==> src/rtl/mem_model_pkg.sv <==
// Shared types and helpers for the req/gnt memory model: response record and byte-enable merge.
package mem_model_pkg;

    localparam int MEM_DATA_WIDTH = 32;
    localparam int MEM_BE_W       = MEM_DATA_WIDTH / 8;

    typedef struct packed {
        logic                      valid;
        logic                      err;
        logic [MEM_DATA_WIDTH-1:0] rdata;
    } mem_resp_t;

    function automatic logic [MEM_DATA_WIDTH-1:0] be_merge(
        input logic [MEM_DATA_WIDTH-1:0] old_word,
        input logic [MEM_DATA_WIDTH-1:0] wdata,
        input logic [MEM_BE_W-1:0]       be
    );
        logic [MEM_DATA_WIDTH-1:0] merged;
        merged = old_word;
        for (int i = 0; i < MEM_BE_W; i++) begin
            if (be[i]) merged[i*8 +: 8] = wdata[i*8 +: 8];
        end
        return merged;
    endfunction

endpackage

==> src/rtl/req_gnt_mem_model_port_ctrl.sv <==
// One request port: grant wait counter, address decode and the in-order response pipeline.
module req_gnt_port_ctrl
    import mem_model_pkg::*;
#(
    parameter int                    ADDR_WIDTH = 32,
    parameter int                    DEPTH      = 1024,
    parameter logic [ADDR_WIDTH-1:0] BASE_ADDR  = '0,
    parameter int                    GNT_WAIT   = 0,
    parameter int                    RVALID_LAT = 1,
    parameter int                    OFF_W      = 2,
    parameter int                    IDX_W      = 10
) (
    input  logic                      clk,
    input  logic                      srst,
    input  logic                      req,
    input  logic [ADDR_WIDTH-1:0]     addr,
    input  logic                      we,
    input  logic [MEM_DATA_WIDTH-1:0] rdata_word,
    output logic                      gnt,
    output logic                      accept,
    output logic [IDX_W-1:0]          idx,
    output logic                      bad,
    output logic                      rvalid,
    output logic                      err,
    output logic [MEM_DATA_WIDTH-1:0] rdata
);

    localparam int CNT_W = (GNT_WAIT > 0) ? $clog2(GNT_WAIT + 1) : 1;
    localparam logic [ADDR_WIDTH-1:0] OFF_MASK = ADDR_WIDTH'((1 << OFF_W) - 1);

    logic [CNT_W-1:0]      cnt_reg;
    logic                  below_base;
    logic [ADDR_WIDTH-1:0] off;
    logic [ADDR_WIDTH-1:0] word_off;
    logic                  s0_valid_reg;
    logic                  s0_err_reg;
    logic                  s0_read_reg;
    mem_resp_t             resp0;
    mem_resp_t             resp_out;

    // Borrow out of the subtraction flags addresses below the window.
    assign {below_base, off} = {1'b0, addr} - {1'b0, BASE_ADDR};
    assign word_off = off >> OFF_W;
    assign idx      = word_off[IDX_W-1:0];
    assign bad      = below_base | (word_off >= ADDR_WIDTH'(DEPTH)) | ((addr & OFF_MASK) != '0);

    assign gnt    = req & ~srst & (cnt_reg == CNT_W'(GNT_WAIT));
    assign accept = gnt;

    always_ff @(posedge clk) begin
        if (srst || !req || accept) cnt_reg <= '0;
        else                        cnt_reg <= cnt_reg + 1'b1;
    end

    // First stage records the access kind; read data arrives from the array register alongside it.
    always_ff @(posedge clk) begin
        if (srst) begin
            s0_valid_reg <= 1'b0;
            s0_err_reg   <= 1'b0;
            s0_read_reg  <= 1'b0;
        end else begin
            s0_valid_reg <= accept;
            s0_err_reg   <= accept & bad;
            s0_read_reg  <= accept & ~we & ~bad;
        end
    end

    always_comb begin
        resp0       = '0;
        resp0.valid = s0_valid_reg;
        resp0.err   = s0_err_reg;
        resp0.rdata = s0_read_reg ? rdata_word : '0;
    end

    if (RVALID_LAT == 1) begin : g_lat1
        assign resp_out = resp0;
    end else begin : g_pipe
        mem_resp_t pipe_reg [RVALID_LAT-1];
        always_ff @(posedge clk) begin
            if (srst) begin
                for (int i = 0; i < RVALID_LAT - 1; i++) pipe_reg[i] <= '0;
            end else begin
                pipe_reg[0] <= resp0;
                for (int i = 1; i < RVALID_LAT - 1; i++) pipe_reg[i] <= pipe_reg[i-1];
            end
        end
        assign resp_out = pipe_reg[RVALID_LAT-2];
    end

    assign rvalid = resp_out.valid;
    assign err    = resp_out.err;
    assign rdata  = resp_out.rdata;

endmodule

==> config.mk <==
export PLATFORM = sky130hd
export DESIGN_NAME = req_gnt_port_ctrl
export DESIGN_NICKNAME = d
export VERILOG_FILES = /design/src/rtl/mem_model_pkg.sv /design/src/rtl/req_gnt_mem_model_port_ctrl.sv
export SDC_FILE = /design/constraint.sdc
export NUM_CORES = 1
export LEC_CHECK = 0
export BUFFER_PORTS_ARGS = -buffer_cell sky130_fd_sc_hd__buf_2
export CAP_MARGIN = 20
export CORE_MARGIN = 2
export CORE_UTILIZATION = 22
export DETAILED_ROUTE_END_ITERATION = 10
export PLACE_DENSITY = 0.87
export SYNTH_ARGS = -nofsm -noshare
export SYNTH_HDL_FRONTEND = slang
export SYNTH_SLANG_ARGS = --single-unit
==> constraint.sdc <==
create_clock -name clk -period 1.8 [get_ports clk]
set_input_delay 0.45 -clock clk [delete_from_list [all_inputs] [get_ports clk]]
set_output_delay 0.45 -clock clk [all_outputs]
set_load 0.02 [all_outputs]
==> results <==
- The run finished, with violations left.
- The final reports fail on setup timing.
- The clock tree root buffer cell is clkbuf_4.
- Of the total synthesized cell area, the portion taken by full adders, half adders and majority gates is 0.
- The net count reported at finish is 218.
- The tightest hold path in the finished design has a slack of 0.411 ns.
- The number of enable flip-flop cells after synthesis is 0.
- The maximum number of buffers from clock root to sink is 2.
- Across the run, the number of max-cap violations was 0.
- The kind of path behind the tightest hold check is primary input to flip-flop.
- At the later pin of the worst-skew pair, clock insertion delay measures 0.23 ns.
- The average instance in the mapped netlist occupies 7.55 sq um.
- The last weighted congestion value of the routability-driven placer is 0.801.
- The number of detailed-route iterations in the first pass is 2.
- The cell area power density is 304 nW/um^2.
- CTS built an H-tree with a depth of 1.
- The routed via count divided by cell count is 4.22.
- The number of global-route vias before repair is 742.
- Detailed placement finished with a half-perimeter wire length of 1.86 mm.
- The final period demand of the worst path is 1.88 ns.
- The cell area after synthesis is 475 sq um.
- The area of the core is 2000 sq um.
- The top cell type's share of synthesized area is 0.421.
- The critical path required time is 1.35 ns.
- The die is 50.5 um tall.
- The total nets after synthesis is 131.
- The fraction of registers with async set or reset after synthesis is 0.
- Setup repair after global routing could not meet its margin everywhere.
- The portion of synthesized area spent on multiplexers is 0.
- The routed wire length per instance is 11.6 um.
- Of the synthesized area, sequential elements account for 0.168.
- Of the cells placed in the final design, the portion with a size suffix greater than 1 is 0.689.
- The total count of max-transition violations in the final report was 0.
- The iteration-0 DRC count of the detailed router is 4.
- TritonCTS built the clock tree.
- Prior to clock tree synthesis, the placed netlist has a worst setup slack of -0.0805 ns.
- The area share of xor/xnor cells in the synthesized design is 0.
- At the worst endpoint, the arrival time is 1.43 ns.
- After synthesis, the largest family of logic cells by area is simple AND/OR/NAND/NOR gates.
- Yosys mapped the design onto 13 distinct sky130hd cell types.
- The worst setup slack after layout is -0.0777 ns.
- The worst-case clock skew is 0.000852 ns.
- The core utilization of the finished layout is 0.464.
- In the post-synthesis netlist, the cell with the most instances is and2_1.
- The leading area contributor after synthesis is and2_1.
- Along the worst path, the maximum fanout reaches 2.
- The compound-gate portion of the synthesized area is 0.0158.
- The number of clock buffers added by TritonCTS is 3.
- After detailed routing, the number of remaining DRC violations is 0.
- Setup violations remaining at the end of the flow were counted as 1.
- The worst setup path is captured at an output pin.
- STA classifies the critical path startpoint as a primary input.
- Compared with the post-synthesis result, the final layout area differs by 95.3%.
- The global-route wire length before repair is 3.06 mm.
- Measured along the x axis, the die boundary spans 50.5 um.
- The number of cell rows is 16.
- The TritonCTS sink count is 4.
- The portion of the clock cycle consumed by the worst path in the final layout is 1.04.
- The final wirelength is 2.04 mm.
- The primary flip-flop cell chosen by synthesis mapping is dfxtp_1.
- VDD sags by at most 340 uV.
- The full die area is 2550 sq um.
- In the post-synthesis netlist, the biggest area contributors are and2_1 42%, buf_4 17%, dfxtp_1 17%, nor4_1 5.3%, nor3_4 3.4%.
- The overflow left after global routing is 0.
- The post-synthesis share of cell area spent on and, or, nand and nor gates is 0.611.
- The classification of the worst setup path is primary input to output pin.
- The routed layout has 738 vias.
- The hold violation count in the final report is 0.
- The number of placed I/O pins is 115.
- The instance count along the most critical hold path is 2.
- The number of antenna violations at the first check in global routing came to 0.
- The total global routing track utilization is 0.162.
- Buffers placed on the I/O ports in this run total 94.
- The post-synthesis cell count is 63.
- The largest net degree at the start of global routing is 33.
- Once detail routing completed, the nets flagged for antenna violations numbered 0.
- The post-synthesis sequential element count is 4.
- The highest clock frequency the design can meet is 533 MHz.
- The number of cells on the worst reg-to-reg path is 2.
- The completed layout was analyzed and its total power is 282 uW.
- The analysis attributes to cell leakage a power of 0.610 nW.
- The commonest cells after synthesis are 32 x and2_1, 11 x buf_4, 4 x dfxtp_1, 4 x nor4_1, 3 x clkbuf_1.
- The total of warnings raised by yosys is 0.
- After clock tree synthesis, the clock-pin slew on the worst setup and hold paths is 0.04 ns.
- The number of antenna diodes in the final layout is 0.
- Hold repair after CTS inserted 0 buffers.
- The starting utilization of the core area is 0.238.
-- critical path, stage by stage --
cell,delay (ns)
buf_2,0.09
or4_4,0.53
nor3_4,0.14
nand2_1,0.06
buf_2,0.16
-- through the flow --
step	std cells	TNS [ns]	area, sq um
after floorplan	63	0	480
after global placement	172	-0.0814	906
after detailed placement	172	-0.0805	906
after CTS	175	-0.0833	928
after global routing	175	-0.126	928
final	175	-0.0777	928
-- layout make-up --
type                            count  area, sq um
Fill cell                         219         1070
Multi-Input combinational cell     45          307
Tap cell                           27         33.8
Timing Repair Buffer               96          485
Clock buffer                        3         22.5
Sequential cell                     4         80.1
-- layer usage --
layer	vias up	wire [um]	track usage
li1	361	-	-
met1	310	569	0.101
met2	65	1170	0.377
met3	2	287	0.0625
met4	0	5	0.0495
met5	-	0	0
-- worst paths after layout --
| path | start | slack (ns) | endpoint |
|---|---|---|---|
| setup / recovery | addr[24] | -0.08 | bad |
| hold / removal | srst | 0.41 | rvalid |
| setup reg to reg | cnt_reg | 0.94 | s0_read_reg |
| hold reg to reg | cnt_reg | 0.44 | rvalid |
-- logic make-up (layout without fill, tap and decap cells) --
group | count (synthesis) | in the layout
AOI/OAI and AO/OA | 1 | 1
buffers and inverters | 14 | 99
DFF | 4 | 4
other | 1 | 1
and+or+nand+nor | 43 | 43
-- layout by cell type (no fill, tap or decap), types with 2 or more instances in the layout --
cell / instances
and2_1: 32
buf_2: 94
buf_4: 2
clkbuf_4: 3
dfxtp_1: 4
nor4_1: 4
-- power breakdown --
part | switching (mW) | total [mW] | internal (mW)
logic | 0.0275 | 0.0771 | 0.0496
registers | 0.00120 | 0.0933 | 0.0921
clock network | 0.0372 | 0.112 | 0.0746
total | 0.0660 | 0.282 | 0.216
-- timing repair --
item,CTS,global route
gates resized for setup,0,0
setup endpoints to repair,1,1
setup buffers,0,0
(Power assumes the default switching activity.)
